`config.mk`:
```
export PLATFORM = sky130hd
export DESIGN_NAME = multicycle_control_unit
export DESIGN_NICKNAME = d
export VERILOG_FILES = /design/src/rtl/multicycle_control_unit.sv
export SDC_FILE = /design/constraint.sdc
export NUM_CORES = 1
export LEC_CHECK = 0
export CAP_MARGIN = 20
export CORE_MARGIN = 4
export CORE_UTILIZATION = 45
export CTS_CLUSTER_SIZE = 25
export DETAILED_ROUTE_END_ITERATION = 12
export DONT_BUFFER_PORTS = 1
export PLACE_DENSITY = 0.69
export SYNTH_ARGS = -nofsm -noshare
export SYNTH_HDL_FRONTEND = slang
export SYNTH_SLANG_ARGS = --single-unit
export TNS_END_PERCENT = 10
```
`constraint.sdc`:
```
create_clock -name clk -period 2.3 [get_ports clk]
set_input_delay 0.46 -clock clk [delete_from_list [all_inputs] [get_ports clk]]
set_output_delay 0.46 -clock clk [all_outputs]
set_load 0.005 [all_outputs]
```
`src/rtl/multicycle_control_unit.sv`:
```
// -----------------------------------------------------------------------------
// multicycle_control_unit
//
// Moore-style control FSM for a multicycle RISC-V-like datapath. Steps each
// instruction through FETCH, DECODE and an opcode-dependent sequence of
// execute/memory/writeback states, drives the datapath enables and mux
// selects from the current state, and counts retired instructions.
//
// Parameters:
//   MEM_WAIT - 1: FETCH/MEMREAD/MEMWRITE stall until mem_ready; 0: mem_ready
//              ignored (treated as 1)
//   CNT_W    - width of the retired-instruction counter
//   ALU_W    - width of ALUControl (4-bit code is zero-extended)
//
// Ports:
//   clk, rst_n            - clock, synchronous active-low reset
//   opcode/funct3/funct7  - instruction fields
//   Zero, less            - ALU flags for branch resolution
//   mem_ready             - memory access completes this cycle
//   PCWrite, IRWrite, MemWrite, RegWrite, AdrSrc        - enables / select
//   ResultSrc, ALUSrcA, ALUSrcB, ImmSrc                  - 2-bit mux selects
//   ALUControl            - ALU operation
//   state                 - current FSM state (debug)
//   illegal               - one-cycle pulse in the FETCH that follows a
//                           DECODE of an unsupported opcode
//   retired               - retired-instruction count (wraps)
//
// State encoding on the debug port: FETCH=0, DECODE=1, MEMADR=2, MEMREAD=3,
// MEMWB=4, MEMWRITE=5, EXECR=6, EXECI=7, ALUWB=8, BRANCH=9, JAL=10.
// -----------------------------------------------------------------------------
module multicycle_control_unit #(
  parameter int MEM_WAIT = 0,
  parameter int CNT_W    = 32,
  parameter int ALU_W    = 4
) (
  input  logic             clk,
  input  logic             rst_n,
  input  logic [6:0]       opcode,
  input  logic [2:0]       funct3,
  input  logic [6:0]       funct7,
  input  logic             Zero,
  input  logic             less,
  input  logic             mem_ready,
  output logic             PCWrite,
  output logic             IRWrite,
  output logic             MemWrite,
  output logic             RegWrite,
  output logic             AdrSrc,
  output logic [1:0]       ResultSrc,
  output logic [1:0]       ALUSrcA,
  output logic [1:0]       ALUSrcB,
  output logic [1:0]       ImmSrc,
  output logic [ALU_W-1:0] ALUControl,
  output logic [3:0]       state,
  output logic             illegal,
  output logic [CNT_W-1:0] retired
);

  localparam logic [3:0] FETCH    = 4'd0;
  localparam logic [3:0] DECODE   = 4'd1;
  localparam logic [3:0] MEMADR   = 4'd2;
  localparam logic [3:0] MEMREAD  = 4'd3;
  localparam logic [3:0] MEMWB    = 4'd4;
  localparam logic [3:0] MEMWRITE = 4'd5;
  localparam logic [3:0] EXECR    = 4'd6;
  localparam logic [3:0] EXECI    = 4'd7;
  localparam logic [3:0] ALUWB    = 4'd8;
  localparam logic [3:0] BRANCH   = 4'd9;
  localparam logic [3:0] JAL      = 4'd10;

  localparam logic [6:0] OP_LOAD  = 7'b0000011;
  localparam logic [6:0] OP_STORE = 7'b0100011;
  localparam logic [6:0] OP_R     = 7'b0110011;
  localparam logic [6:0] OP_I     = 7'b0010011;
  localparam logic [6:0] OP_BR    = 7'b1100011;
  localparam logic [6:0] OP_JAL   = 7'b1101111;

  localparam logic [3:0] ALU_ADD = 4'b0000;
  localparam logic [3:0] ALU_SUB = 4'b0001;
  localparam logic [3:0] ALU_AND = 4'b0010;
  localparam logic [3:0] ALU_OR  = 4'b0011;
  localparam logic [3:0] ALU_XOR = 4'b0100;
  localparam logic [3:0] ALU_SLT = 4'b0101;

  localparam logic [CNT_W-1:0] CNT_ONE = CNT_W'(1);

  logic [3:0]       state_q, state_d;
  logic             illegal_q, illegal_d;
  logic [CNT_W-1:0] retired_q, retired_d;
  logic             retire;
  logic             mem_ok;
  logic             branch_taken;
  logic [3:0]       alu_sel;

  // Only funct7[5] matters (sub vs add in register ops).
  logic unused_funct7;
  assign unused_funct7 = ^{funct7[6], funct7[4:0]};

  // With MEM_WAIT=0 every memory access is assumed to finish in one cycle.
  assign mem_ok = (MEM_WAIT != 0) ? mem_ready : 1'b1;

  function automatic logic [3:0] alu_decode(input logic [2:0] f3, input logic sub_ok);
    case (f3)
      3'b000:  return sub_ok ? ALU_SUB : ALU_ADD;
      3'b111:  return ALU_AND;
      3'b110:  return ALU_OR;
      3'b100:  return ALU_XOR;
      3'b010:  return ALU_SLT;
      default: return ALU_ADD;
    endcase
  endfunction

  always_comb begin
    case (funct3)
      3'b000:  branch_taken = Zero;
      3'b001:  branch_taken = ~Zero;
      3'b100:  branch_taken = less;
      3'b101:  branch_taken = ~less;
      default: branch_taken = 1'b0;
    endcase
  end

  // Next-state logic. retire marks every transition that completes an
  // instruction; the illegal-opcode return to FETCH deliberately does not.
  always_comb begin
    state_d   = state_q;
    illegal_d = 1'b0;
    retire    = 1'b0;
    case (state_q)
      FETCH:    if (mem_ok) state_d = DECODE;
      DECODE: begin
        case (opcode)
          OP_LOAD, OP_STORE: state_d = MEMADR;
          OP_R:              state_d = EXECR;
          OP_I:              state_d = EXECI;
          OP_BR:             state_d = BRANCH;
          OP_JAL:            state_d = JAL;
          default: begin
            state_d   = FETCH;
            illegal_d = 1'b1;
          end
        endcase
      end
      MEMADR:   state_d = (opcode == OP_LOAD) ? MEMREAD : MEMWRITE;
      MEMREAD:  if (mem_ok) state_d = MEMWB;
      MEMWRITE: begin
        if (mem_ok) begin
          state_d = FETCH;
          retire  = 1'b1;
        end
      end
      EXECR, EXECI, JAL: state_d = ALUWB;
      MEMWB, ALUWB, BRANCH: begin
        state_d = FETCH;
        retire  = 1'b1;
      end
      default:  state_d = FETCH;
    endcase
    retired_d = retire ? retired_q + CNT_ONE : retired_q;
  end

  always_ff @(posedge clk) begin
    if (!rst_n) begin
      state_q   <= FETCH;
      illegal_q <= 1'b0;
      retired_q <= '0;
    end else begin
      state_q   <= state_d;
      illegal_q <= illegal_d;
      retired_q <= retired_d;
    end
  end

  // Per-state outputs; anything a state does not set stays 0.
  always_comb begin
    PCWrite   = 1'b0;
    IRWrite   = 1'b0;
    MemWrite  = 1'b0;
    RegWrite  = 1'b0;
    AdrSrc    = 1'b0;
    ResultSrc = 2'b00;
    ALUSrcA   = 2'b00;
    ALUSrcB   = 2'b00;
    alu_sel   = ALU_ADD;
    case (state_q)
      FETCH: begin
        // Instruction latch and PC+4 only on the cycle the fetch completes.
        IRWrite   = mem_ok;
        PCWrite   = mem_ok;
        ALUSrcB   = 2'b10;
        ResultSrc = 2'b10;
      end
      DECODE: begin
        ALUSrcA = 2'b01;
        ALUSrcB = 2'b01;
      end
      MEMADR: begin
        ALUSrcA = 2'b10;
        ALUSrcB = 2'b01;
      end
      MEMREAD:  AdrSrc = 1'b1;
      MEMWB: begin
        ResultSrc = 2'b01;
        RegWrite  = 1'b1;
      end
      MEMWRITE: begin
        AdrSrc   = 1'b1;
        MemWrite = 1'b1;
      end
      EXECR: begin
        ALUSrcA = 2'b10;
        alu_sel = alu_decode(funct3, funct7[5]);
      end
      EXECI: begin
        ALUSrcA = 2'b10;
        ALUSrcB = 2'b01;
        alu_sel = alu_decode(funct3, 1'b0);
      end
      ALUWB:    RegWrite = 1'b1;
      BRANCH: begin
        ALUSrcA = 2'b10;
        alu_sel = ALU_SUB;
        PCWrite = branch_taken;
      end
      JAL: begin
        ALUSrcA = 2'b01;
        ALUSrcB = 2'b10;
        PCWrite = 1'b1;
      end
      default: ;
    endcase
    // Reset kills all architectural writes immediately, even mid-instruction.
    if (!rst_n) begin
      PCWrite  = 1'b0;
      IRWrite  = 1'b0;
      MemWrite = 1'b0;
      RegWrite = 1'b0;
    end
  end

  // Immediate format follows the opcode in every state.
  always_comb begin
    case (opcode)
      OP_STORE: ImmSrc = 2'b01;
      OP_BR:    ImmSrc = 2'b10;
      OP_JAL:   ImmSrc = 2'b11;
      default:  ImmSrc = 2'b00;
    endcase
  end

  assign ALUControl = ALU_W'(alu_sel);
  assign state      = state_q;
  assign illegal    = illegal_q;
  assign retired    = retired_q;

endmodule

```
## Yosys cells after proc, flatten, opt, wreduce, memory -nomap -nowiden

Index checks and enable logic that the tools add are counted.

- Add/subtract/negate cells: 1
- $mul: 0
- Divide/modulo/power cells: 0
- Order comparisons: 0
- Equal/unequal tests: 22
- Shift operators: 0
- Muxes and demuxes: 23
- Bitwise logic cells: 2
- Reduce and logical (&&, ||, !) cells: 13

Operators by type and width:

| kind | number |
|---|---|
| 4-bit case mux with 5 select lines | 2 |
| 32-bit by 1-bit adder with 32-bit output, second input constant | 1 |
| 4-bit by 3-bit equality test with 1-bit output, second input constant | 4 |
| 3-bit case mux with 5 select lines | 1 |
| 7-bit by 6-bit equality test with 1-bit output, second input constant | 2 |
| 7-bit equality test, second input constant | 2 |
| 3-bit equality test, second input constant | 4 |
| 4-bit equality test, second input constant | 3 |
| 2-bit case mux with 2 select lines | 3 |
| 3-bit case mux with 4 select lines | 1 |
| 1-bit two-way mux | 11 |
| 2-bit OR reduction | 5 |
| 3-bit case mux with 3 select lines | 1 |
| 4-bit by 2-bit equality test with 1-bit output, second input constant | 2 |
| 4-bit OR reduction | 2 |
| 7-bit by 2-bit equality test with 1-bit output, second input constant | 1 |
| 7-bit by 5-bit equality test with 1-bit output, second input constant | 1 |
| 2-bit case mux with 3 select lines | 1 |
| 3-bit OR reduction | 2 |
| 6-bit OR reduction | 1 |
| 4-bit by 1-bit equality test with 1-bit output, second input constant | 1 |
| 4-bit logical NOT | 1 |
| 1-bit case mux with 4 select lines | 1 |
| 3-bit by 1-bit equality test with 1-bit output, second input constant | 1 |
| other kinds (6) | 7 |

- Register bits: 37
- Latch bits: 0
- RAM bits: 0
- Memory bits (read-only): 0
- Input bits: 22
- Output and inout bits: 54
- Word-level logic and storage cells: 64
- Memories kept: 0

## Longest topological paths before layout

Gate-level depths: netlist of the first run.

- Depth after elaboration: 4
- Depth in mapped cells: 6
- Depth with buffers taken out: 5

## Worst setup path before layout of the first run

Ideal clock, no wire load.

- Path type: flip-flop to flip-flop
- From: register retired_q[0] (netlist: retired[0])
- To: register retired_q[24] (netlist: retired[24])
- Library setup time: 70 ps
- Data arrival time: 1696 ps
- Setup slack: 533 ps
- Cell stages (with the launch flop): 6
- Path buffers: 0
- Cell sequence: dfxtp_1 -> ha_1 -> nand3b_1 -> or4_4 -> or4_1 -> a21oi_1

- Word-level cells in the longest chain between the ends: 1

RTL lines:

| item | RTL line | RTL |
|---|---|---|
| from (decl) | 89 | `logic [CNT_W-1:0] retired_q, retired_d;` |
| from (signal assigned) | 170 | `retired_q <= retired_d;` |
| 32-bit by 1-bit adder with 32-bit output | 159 | `retired_d = retire ? retired_q + CNT_ONE : retired_q;` |

No other way between the ends.
A chain may end at the register's enable or synchronous reset.

## Worst setup path after layout of the first run

- From: register state_q[3] (netlist: state[3])
- To: output PCWrite

- Word-level cells in the longest chain between the ends: 4
- Elaborated cells on any way between the ends: 6

RTL lines:

| item | RTL line | RTL |
|---|---|---|
| from (decl) | 87 | `logic [3:0] state_q, state_d;` |
| from (signal assigned) | 168 | `state_q <= state_d;` |
| 4-bit equality test or 4-bit logical NOT (tied branches) | 185 | `case (state_q)` |
| 2-bit OR reduction (no line) | -- |  |
| 1-bit case mux with 2 select lines (*) | 185 |  |
| 1-bit two-way mux (*) | 233 | `if (!rst_n) begin` |
| to (decl) | 44 | `output logic PCWrite,` |

Mark *: on every way between the ends. The rest lies on a longest branch, timed or not.

==> impl.org, run 1 <==
** Run status
- Status :: finished, final reports clean

** Timing
- Final Critical Period :: around 2.1 ns
- RSZ-0062 raised after global routing :: false
- Across the routed clock network, the largest skew measured is 0.00537 ns.
- Of the available clock period, the critical path in the final layout requires 91.2%.
- Setup violations remaining at the end of the flow were counted as 0.
- The number of max-slew violations in the final report came to 0.
- The number of hold violations in the final report was 0.
- After routing, the total negative slack on setup checks comes to 0 ns.
- Peak clock frequency supported by timing :: about 0.48 GHz

** Route
- WL final :: slightly above 5000 um
- Routed length per instance :: 16.2 um
- DRC violation total after the first TritonRoute iteration :: 145
- Via density per instance :: between 6 and 7
- Total iterations of the first detailed-routing run :: 4
- The count of nets left with antenna violations once routing finished came out at 0.
- In the routed design, unresolved DRC markers number 0.
- Via count :: between 2000 and 2500

** Synthesis
- Seq/Total Area, Yosys :: between 30 and 40%
- Synthesis-stage register bit count :: 37
- Largest area contributor in the synthesized netlist :: sky130_fd_sc_hd__dfxtp_1
- After technology mapping, the gate count stands at 269.
- The synthesized design contains 0 enable-type register cells.
- Synthesized Nets :: 292
- Top cell type's share of synthesized area :: 34.6%
- Number of different library cells in the post-synthesis netlist :: 45
- Leading register cell type out of synthesis :: sky130_fd_sc_hd__dfxtp_1
- Number of synthesis warnings :: 0
- The synthesized netlist occupies a cell area of 0.00214 mm2.
- Top cells by area, synth :: sky130_fd_sc_hd__dfxtp_1 35%, sky130_fd_sc_hd__a21oi_1 6.8%, sky130_fd_sc_hd__o31ai_1 5.3%
- After synthesis, the share of flip-flops with an asynchronous set or reset is 0%.
- Synth Area per Inst :: 7.97 um2

** Final layout
- 0 antenna diodes ended up in the layout.
- At the end of the flow the core is filled with cells to 50.6%.
- Cells with a size suffix above 1 make up 7.49% of the layout.
- The final layout contains 291 nets.
- Final-layout fill cell count :: 442
- Growth of design area from synthesis to finish :: 5.66%

** Setup path
- For the worst setup path, the data arrival time is 1.64 ns.
- CP required :: ~1.8 ns
- Path type of the worst setup path :: reg -> out
- The largest individual stage delay along the critical path comes from the cell sky130_fd_sc_hd__dfxtp_1.
- For this run, the slowest stage of the critical path takes 0.42 ns.
- Series of cell instances along the critical path :: buf_6 > nor4b_1 > o311ai_0 > a211oi_1
- STA classifies the critical path endpoint as a primary output.
- The worst setup path is launched from a register.
- Register-to-register setup slack :: between 0.3 and 0.4 ns
- Highest net fanout along the worst path :: 16

** GRT
- The first global-routing pass estimated 8510 um of wire.
- Summed over all layers, the global routing overflow is 0.
- For this run, the total global-route usage over all layers was measured as 17.5%.
- Largest net degree at the start of global routing :: 22
- The number of global-route vias before repair came to ~1800.
- Initial antenna violation count :: 0

** Place
- Port Buf Inserts :: 0
- Last weighted congestion value of the routability-driven placer :: between 0.8 and 0.9
- HPWL after detailed placement :: between 3000 and 4000 um

** Floorplan
- Top-level I/O count :: 76
- The region available for standard cell placement spans 0.00447 mm2.
- After floorplanning, the core was divided into 24 placement rows.
- The die is 77.0 um tall.
- The initial utilization of the core area, before any placement, comes to 47.9%.
- Die footprint :: slightly below 0.006 mm2
- Die Span X :: 77.0 um

** Clocking
- Root Buffer Master :: sky130_fd_sc_hd__clkbuf_8
- Counting along the longest clock path gives a buffer depth of 2.
- Clock-pin slew was measured on the worst setup and hold paths at approximately 0.07 ns.
- At the later pin of the worst-skew pair, clock insertion delay measures approximately 0.28 ns.
- Clock tree from TritonCTS :: built
- Total clock sinks :: 37
- TritonCTS created 5 clock buffers.
- Cts-stage hold buffer count :: 0
- In this run the number of H-tree levels came out at 2.

** Run
- Max-cap violations in this run came to 0.

** Pwr
- Summed over all cells, the static leakage comes to 0.724 nW.
- IR drop worst, VDD :: 0.000212 V
- Dividing total power by cell area gives a power density of 495 mW/mm2.

** Worst hold path
- The path class of the tightest hold or removal check is in -> reg.
==> layout make-up <==
| type | count | area, um2 | area share [%] |
|---|---|---|---|
| multi-input combinational | 211 | 1300 | 57.5 |
| sequential | 37 | 741 | 32.7 |
| inverter | 5 | 18.8 | 0.829 |
| tap | 52 | 65.1 | 2.87 |
| timing repair buffer | 8 | 63.8 | 2.82 |
| clock buffer | 5 | 68.8 | 3.04 |
| clock inverter | 1 | 5.00 | 0.221 |
==> cells in the final DEF, fill, tap and decap left out, types with 3 or more instances in the layout <==
master,Yosys,layout
sky130_fd_sc_hd__a21oi_1,29,29
sky130_fd_sc_hd__nor3_1,8,8
sky130_fd_sc_hd__o21ai_0,9,9
sky130_fd_sc_hd__and4_1,3,3
sky130_fd_sc_hd__and3_1,9,9
sky130_fd_sc_hd__inv_1,4,4
sky130_fd_sc_hd__dfxtp_1,37,37
sky130_fd_sc_hd__nor2_1,22,22
sky130_fd_sc_hd__nand3_1,9,9
sky130_fd_sc_hd__clkbuf_8,0,5
sky130_fd_sc_hd__or4_1,14,14
sky130_fd_sc_hd__nor4_1,4,4
sky130_fd_sc_hd__xnor2_1,5,5
sky130_fd_sc_hd__o31ai_1,15,15
sky130_fd_sc_hd__xor2_1,11,11
sky130_fd_sc_hd__buf_4,3,7
sky130_fd_sc_hd__nand4_1,14,14
sky130_fd_sc_hd__nand2_1,23,23
sky130_fd_sc_hd__or4_4,3,3
sky130_fd_sc_hd__or3_1,7,7
==> synth_stat cells, types with 2 or more instances <==
cell type / n
sky130_fd_sc_hd__inv_1: 4
sky130_fd_sc_hd__a21oi_1: 29
sky130_fd_sc_hd__nor2_1: 22
sky130_fd_sc_hd__nand2b_1: 2
sky130_fd_sc_hd__and3_1: 9
sky130_fd_sc_hd__nand4_1: 14
sky130_fd_sc_hd__buf_4: 3
sky130_fd_sc_hd__o21ai_0: 9
sky130_fd_sc_hd__nor3_1: 8
sky130_fd_sc_hd__xnor2_1: 5
sky130_fd_sc_hd__and4_1: 3
sky130_fd_sc_hd__or4_4: 3
sky130_fd_sc_hd__a211oi_1: 2
sky130_fd_sc_hd__or4_1: 14
sky130_fd_sc_hd__nor4_1: 4
sky130_fd_sc_hd__o31ai_1: 15
sky130_fd_sc_hd__nand2_1: 23
sky130_fd_sc_hd__nand3_1: 9
sky130_fd_sc_hd__dfxtp_1: 37
sky130_fd_sc_hd__or3_1: 7
sky130_fd_sc_hd__xor2_1: 11
sky130_fd_sc_hd__and4b_1: 2
sky130_fd_sc_hd__clkbuf_1: 9
sky130_fd_sc_hd__mux2i_1: 2
sky130_fd_sc_hd__nand3b_1: 2
sky130_fd_sc_hd__buf_2: 2
==> report_power, final <==
part	internal, mW	switching [mW]
combinational	0.0227	0.0375
sequential	0.643	0.00194
clock	0.199	0.217
==> timing repair <==
action | in CTS | in global routing
setup buffers | 0 | 0
setup endpoints to repair | 0 | 1
gates resized for setup | 0 | 1
==> per-layer routing <==
layer / vias to the layer above / global-route usage [%] / share of wire [%]
met5: - / 0 / 0
met1: 938 / 21.7 / 45
li1: 1010 / - / -
met4: 0 / 5.52 / 0.99
met3: 4 / 6.79 / 7.5
met2: 57 / 27.9 / 47
==> final timing paths <==
path / start / to / depth (start not counted)
max: state[3] / PCWrite / 4
min: rst_n / retired[30] / 2
max reg2reg: retired[3] / retired[17] / 4
min reg2reg: retired[31] / retired[31] / 2
==> flip-flops by register name, summed over array words and instances, names as in the netlist <==
register	cells
retired	32
illegal	1
state	4
==> metrics by stage <==
step	setup slack, ns	instance area [um2]	hold slack [ns]	std cells	power (mW)
finish	0.203	2260	0.326	319	1.12
global route	0.00986	2260	0.316	319	1.17
CTS	0.0968	2260	0.316	319	1.14
detailed placement	0.354	2190	0.500	313	0.721
global placement	0.333	2190	0.490	313	0.720
floorplan	0.533	2140	0.468	269	0.708
==> critical path, delay by kind of cell (launching register included) <==
family	cells	cell delay, ns
AOI/OAI and AO/OA	2	0.47
DFF	1	0.42
and+or+nand+nor	1	0.26
buffers and inverters	1	0.20
==> cells by family (layout without fill, tap and decap cells) <==
| logic type | count (synthesis) | count (layout) | share of synthesized area [%] |
|---|---|---|---|
| simple gates | 130 | 130 | 34.9 |
| fa+ha+maj | 1 | 1 | 0.584 |
| mux | 2 | 2 | 0.934 |
| xor+xnor | 17 | 17 | 7.30 |
| buf+inv | 21 | 19 | 4.67 |
| other cells | 1 | 1 | 0.175 |
| compound gates | 60 | 60 | 16.9 |
| flops | 37 | 37 | 34.6 |
Note: power is estimated with default switching activity, not from simulation.
==> run 2, diff against run 1 <==
MAX_ROUTING_LAYER = met4   (was default)
REMOVE_ABC_BUFFERS = 1   (was default)
==> impl.org, run 2 (synthesis results as in run 1) <==
** Setup path
- Worst flop-to-flop path endpoint :: retired[28]
- The number of cells on the worst reg-to-reg path is 5.
- The worst setup path is launched from a register.
- Highest net fanout along the worst path :: 16
- For this run, the slowest stage of the critical path takes 0.42 ns.
- Series of cell instances along the critical path :: buf_4 > nor4b_1 > o311ai_0 > a211oi_2
- In this run the critical register-to-register path is launched from retired[0].
- CP required :: about 1.8 ns
- Type of destination of the critical path :: primary output
- Register-to-register setup slack :: 0.33 ns
- Arrival time worst endpoint :: 1.66 ns
- On the critical path, the stage with the largest delay is an instance of sky130_fd_sc_hd__dfxtp_1.
- Path type of the worst setup path :: reg -> out

** Route
- Routed length per instance :: 16.6 um
- The first detailed-routing pass took 4 iterations.
- DRC errors left :: 0
- Antenna viol nets, final :: 0
- Via density per instance :: 6.32
- The detailed router finished its first iteration with 94 violations.
- Across all layers, the routed design uses 2030 vias.
- WL final :: between 5000 and 6000 um

** Final layout
- Footprint of the flip-flops and latches :: 741 um2
- Final #Nets :: 291
- Final-layout fill cell count :: 440
- The library cell used most frequently in the layout, excluding fill and tap cells, is sky130_fd_sc_hd__dfxtp_1.
- Summing all multi-input logic gate instances after layout gives 0.00131 mm2.
- Most frequent cells in the layout :: 37 x sky130_fd_sc_hd__dfxtp_1, 29 x sky130_fd_sc_hd__a21oi_1, 23 x sky130_fd_sc_hd__nand2_1
- Cell area after layout :: 0.00228 mm2
- The number of antenna diodes in the final layout is 0.
- From synthesis to final layout, the design area changed by 6.36%.
- Share of final-layout standard cells stronger than drive strength 1 :: 8.18%
- Largest register FFs :: 32

** Floorplan
- Die Span X :: 77.0 um
- Die span in y :: 77.0 um
- Die footprint :: 0.00593 mm2
- The initial utilization of the core area, before any placement, comes to 47.9%.
- 76 I/O pins were placed.
- Floorplan row count :: 24
- Placeable Area :: 0.00447 mm2

** GRT
- The first global-routing pass estimated 8960 um of wire.
- Initial antenna violation count :: 0
- GR peak layer :: met2
- Global routing consumed, on the met1 layer, 23.2% of the routing resources.
- For met2 alone, demand over resource in global routing was 29.4%.
- Global routing used 18.7% of the available tracks across all layers.
- Entering global routing, the biggest net connects 24 pins.
- GRT Residual Overflow :: 0
- In the global route stage, met3 resource usage came out at 4.92%.
- The number of global-route vias before repair was about 1900.

** Pwr
- Across the VDD grid, the largest voltage drop is 0.000235 V.
- Dividing total power by cell area gives a power density of about 500 mW/mm2.
- For this design the static power due to leakage is slightly above 0.7 nW.

** Timing
- The number of hold violations in the final report was 0.
- RSZ-0062 raised after global routing :: false
- Final Critical Period :: 2.12 ns
- Hold timing on the final database bottoms out at a slack of 0.315 ns.
- Peak clock frequency supported by timing :: 0.471 GHz
- Clock skew on the completed layout was measured at between 0.006 and 0.007 ns.
- Fin Setup TNS :: 0 ns
- Of the available clock period, the critical path in the final layout requires 92.4%.
- Setup violations remaining at the end of the flow were counted as 0.
- Max-slew violation count :: 0

** Clocking
- Clock tree from TritonCTS :: built
- Cts-stage hold buffer count :: 0
- Number of clock buffers inserted by TritonCTS :: 5
- The H-tree generated during clock tree synthesis spans 2 levels.
- Total clock sinks :: 37
- The tree is rooted in a sky130_fd_sc_hd__clkbuf_8.
- The number of setup buffers added after CTS is 0.
- Clk slew on worst S/H paths :: 0.07 ns
- At the later pin of the worst-skew pair, clock insertion delay measures between 0.2 and 0.3 ns.
- The clock passes through at most 2 buffers.

** Worst hold path
- Path type of the worst min-delay path :: in -> reg
- Worst hold path stage count :: 2
- The startpoint identified for the worst hold timing path is rst_n.
- End of the worst hold path :: retired[30]

** Place
- Port Buf Inserts :: 0
- Post-Place Cell Area :: 0.00219 mm2
- The congestion estimate from routability-driven global placement came to 0.853.
- HPWL after detailed placement :: 3890 um

** Run status
- Status :: finished, final reports clean

** Run
- Across the run, the number of max-cap violations was 0.
==> run 2: cell types whose count changed in the layout (fill, tap and decap cells not counted), sizes merged <==
cell      previous run  this run
clkbuf               5         6
clkinv               2         1
clkinvlp             0         2
==> run 2: area by class of cell <==
type | instances | share of cell area (%)
clock buffers | 6 | 3.18
flip-flops and latches | 37 | 32.5
inverters | 5 | 0.823
repair buffers | 8 | 2.63
clock inverters | 2 | 0.659
multi-input cells | 211 | 57.4
well taps | 52 | 2.85
==> run 2: worst max-delay path: cells and delay by family, from the launching register on <==
kind            cells  cell delay (ns)
buf+inv             1             0.24
compound gates      2             0.46
flops               1             0.42
simple gates        1             0.26
==> run 2: what timing repair did <==
item / 4_1_cts / 5_1_grt
endpoints found under the setup margin: 0 / 1
resized for setup: 0 / 1
endpoints found under the hold margin: 0 / 0
==> run 2: per-stage QoR <==
| step | std cells | total power [mW] | setup WS (ns) | utilization, % |
|---|---|---|---|---|
| 5_1_grt | 321 | 1.21 | 0.0654 | 51.0 |
| 3_3_place_gp | 313 | 0.719 | 0.401 | 48.9 |
| 4_1_cts | 321 | 1.17 | 0.0824 | 50.8 |
| 2_1_floorplan | 253 | 0.704 | 0.0883 | - |
| 3_5_place_dp | 313 | 0.719 | 0.368 | 48.9 |
| 6_report | 321 | 1.16 | 0.176 | 51.0 |
==> run 2: routing by layer <==
layer / vias to the layer above / share of wire, %
li1: 1013 / -
met1: 951 / 48
met2: 59 / 46
met3: 7 / 5.2
met4: 0 / 1.8
met5: - / 0
==> run 2: power by group <==
part,internal (mW),switching (mW),total (mW)
logic,0.0219,0.0384,0.0603
clock network,0.214,0.243,0.456
registers,0.643,0.00188,0.645
==> run 2: worst max path at each step <==
| stage | from | end | slack (ns) | cells past startpoint |
|---|---|---|---|---|
| after floorplan | state[3] | retired[17] | 0.09 | 4 |
| after global placement | retired[0] | retired[28] | 0.40 | 5 |
| after detailed placement | retired[0] | retired[28] | 0.37 | 5 |
| after CTS | state[3] | PCWrite | 0.08 | 4 |
| after global routing | state[2] | ALUControl[0] | 0.07 | 5 |
| final | state[3] | PCWrite | 0.18 | 4 |
==> run 3, diff against run 2 <==
CORE_ASPECT_RATIO = 0.8   (was default)
==> impl.org, run 3 (synthesis results as in run 1) <==
** Timing
- Final Critical Period :: between 2 and 2.5 ns
- Clock Skews :: between 0.006 and 0.007 ns
- Timing would allow up to 0.469 GHz.
- Max-slew violation count :: 0
- RSZ-0062 raised after global routing :: false
- Worst hold margin :: 0.328 ns
- The number of hold violations in the final report came to 0.
- The final critical path takes up 92.7% of the cycle.
- Setup total negative slack on the finished layout was measured at 0 ns.
- Setup violations remaining at the end of the flow were counted as 0.

** Floorplan
- The floorplan has 22 rows.
- From left edge to right edge, the die measures 85.2 um.
- The region available for standard cell placement spans 0.00460 mm2.
- Once the floorplan was initialized, standard cells occupied 46.6% of the core.
- The floorplan step set the die height to 69.7 um.
- The die covers 0.00594 mm2.
- Top-level I/O count :: 76

** Route
- In the routed layout, each cell is associated on average with a via count of 6.20.
- After detailed routing, the total wire length is 5310 um.
- The first detailed-routing pass ran for 4 iterations.
- After the first detailed-routing iteration, the DRC count stood at 121.
- DRC errors left :: 0
- Summing over every cut layer, the via total after detailed routing is 2026.
- Routed length per instance :: 16.3 um
- The detail route stage leaves a number of antenna-violating nets equal to 0.

** Final layout
- For this run, the number of standard cells in the final layout without fillers is 327.
- Final #Nets :: 290
- Number of antenna cells inserted :: 0
- The register with the most flip-flops in the layout has 32 of them.
- Summing all flip-flop and latch instances after layout gives 741 um2.
- After filler insertion, the fill cell instance count of the layout stands at 438.
- In the final layout, the share of cells above drive strength 1 is 7.12%.
- In the layout the commonest cells are 37 x sky130_fd_sc_hd__dfxtp_1, 29 x sky130_fd_sc_hd__a21oi_1, 23 x sky130_fd_sc_hd__nand2_1.
- Most frequent standard cell in the layout excluding fill and tap cells :: sky130_fd_sc_hd__dfxtp_1
- The multi-input combinational cells in the finished layout cover a total of 0.00130 mm2.
- Growth of design area from synthesis to finish :: 6.19%

** Setup path
- Arrival time worst endpoint :: approximately 1.7 ns
- Highest net fanout along the worst path :: 16
- STA classifies the critical path endpoint as a primary output.
- CP required :: 1.84 ns
- CP Launch Type :: register
- The critical path is of the reg -> out type.

** GRT
- The number of global-route vias before repair came to 1676.
- Entering global routing, the biggest net connects 27 pins.
- First-pass GRT wire length :: between 8000 and 9000 um
- Summed over all layers, the global routing overflow is 0.
- The initial antenna violation count is 0.
- Total track usage :: 17.6%

** Pwr
- IR drop worst, VDD :: 0.000267 V
- The analysis attributes to net switching a power of approximately 260 uW.
- Net switching is 22.5% of the power.
- Power density normalized to cell area :: ~500 mW/mm2
- Sequential cell fraction of total power :: 55.4%
- Internal Pwr Total :: 903 uW
- Clk pwr share :: 39.5%
- Combinational cells account for slightly above 5% of the total power.
- The analysis attributes to cell leakage a power of 0.723 nW.

** Clocking
- Root Buffer Master :: sky130_fd_sc_hd__clkbuf_8
- Clk slew on worst S/H paths :: 0.07 ns
- Number of clock buffers inserted by TritonCTS :: 5
- The tree built by TritonCTS fans out to 37 sinks.
- Hold repair after CTS inserted 0 buffers.
- Post-CTS timing repair inserted 0 buffers for setup.
- CTS built an H-tree with a depth of 2.
- PostCTS Resize Cnt :: 0
- For the worst-skew pair, the clock arrives at the later sink with an insertion delay of 0.28 ns.
- Clock Tree Buf Depth :: 2
- Clock tree from TritonCTS :: built

** Place
- Cell total after placement :: 320
- HPWL after detailed placement :: 3950 um
- In this run the tool buffered the top-level ports with 0 buffer cells.
- Last weighted congestion value of the routability-driven placer :: roughly 0.75

** Worst hold path
- The tightest min-delay check is of the in -> reg type.

** Run status
- Status :: finished, final reports clean

** Run
- The tool flagged a number of max-cap violations equal to 0.
run 3: power groups by stage:
| stage | logic, mW | clock network (mW) | registers [mW] |
|---|---|---|---|
| after floorplan | 0.0407 | 0 | 0.663 |
| after global placement | 0.0588 | 0 | 0.660 |
| after detailed placement | 0.0603 | 0 | 0.660 |
| after CTS | 0.0604 | 0.470 | 0.645 |
| after global routing | 0.0668 | 0.496 | 0.645 |
| final | 0.0599 | 0.460 | 0.645 |
run 3: metrics by stage:
stage | instance area, um2 | setup slack, ns | util [%] | power [mW]
floorplan | 2060 | 0.0883 | - | 0.704
global placement | 2190 | 0.343 | 47.6 | 0.719
detailed placement | 2190 | 0.301 | 47.6 | 0.720
CTS | 2280 | 0.142 | 49.5 | 1.18
global route | 2280 | 0.00843 | 49.5 | 1.21
finish | 2280 | 0.169 | 49.5 | 1.16
run 3: layout make-up:
| class | instances | area share (%) |
|---|---|---|
| clock buffers | 7 | 3.79 |
| inverters | 5 | 0.825 |
| multi-input cells | 211 | 57.2 |
| flip-flops and latches | 37 | 32.5 |
| well taps | 60 | 3.30 |
| repair buffers | 7 | 2.31 |
run 3: final timing paths:
| kind | cells past startpoint | startpoint | to | slack (ns) |
|---|---|---|---|---|
| worst min-delay path | 2 | rst_n | retired[30] | 0.33 |
| worst max-delay path | 4 | state[3] | PCWrite | 0.17 |
| worst min register to register | 2 | retired[31] | retired[31] | 0.51 |
| worst max register to register | 4 | retired[3] | retired[17] | 0.27 |
run 3: worst max-delay path, cell delays in order (launching register included):
cell and delay [ns]:
sky130_fd_sc_hd__dfxtp_1 0.41, sky130_fd_sc_hd__buf_4 0.24, sky130_fd_sc_hd__nor4b_1 0.23, sky130_fd_sc_hd__o311ai_0 0.17, sky130_fd_sc_hd__a211oi_1 0.33
run 3: per-layer routing:
| layer | up-vias | track usage (%) | wire (um) |
|---|---|---|---|
| met1 | 943 | 22.8 | 2430 |
| met5 | - | - | 0 |
| li1 | 1003 | - | - |
| met2 | 72 | 25.3 | 2340 |
| met4 | 0 | 6.33 | 90 |
| met3 | 8 | 6.18 | 453 |
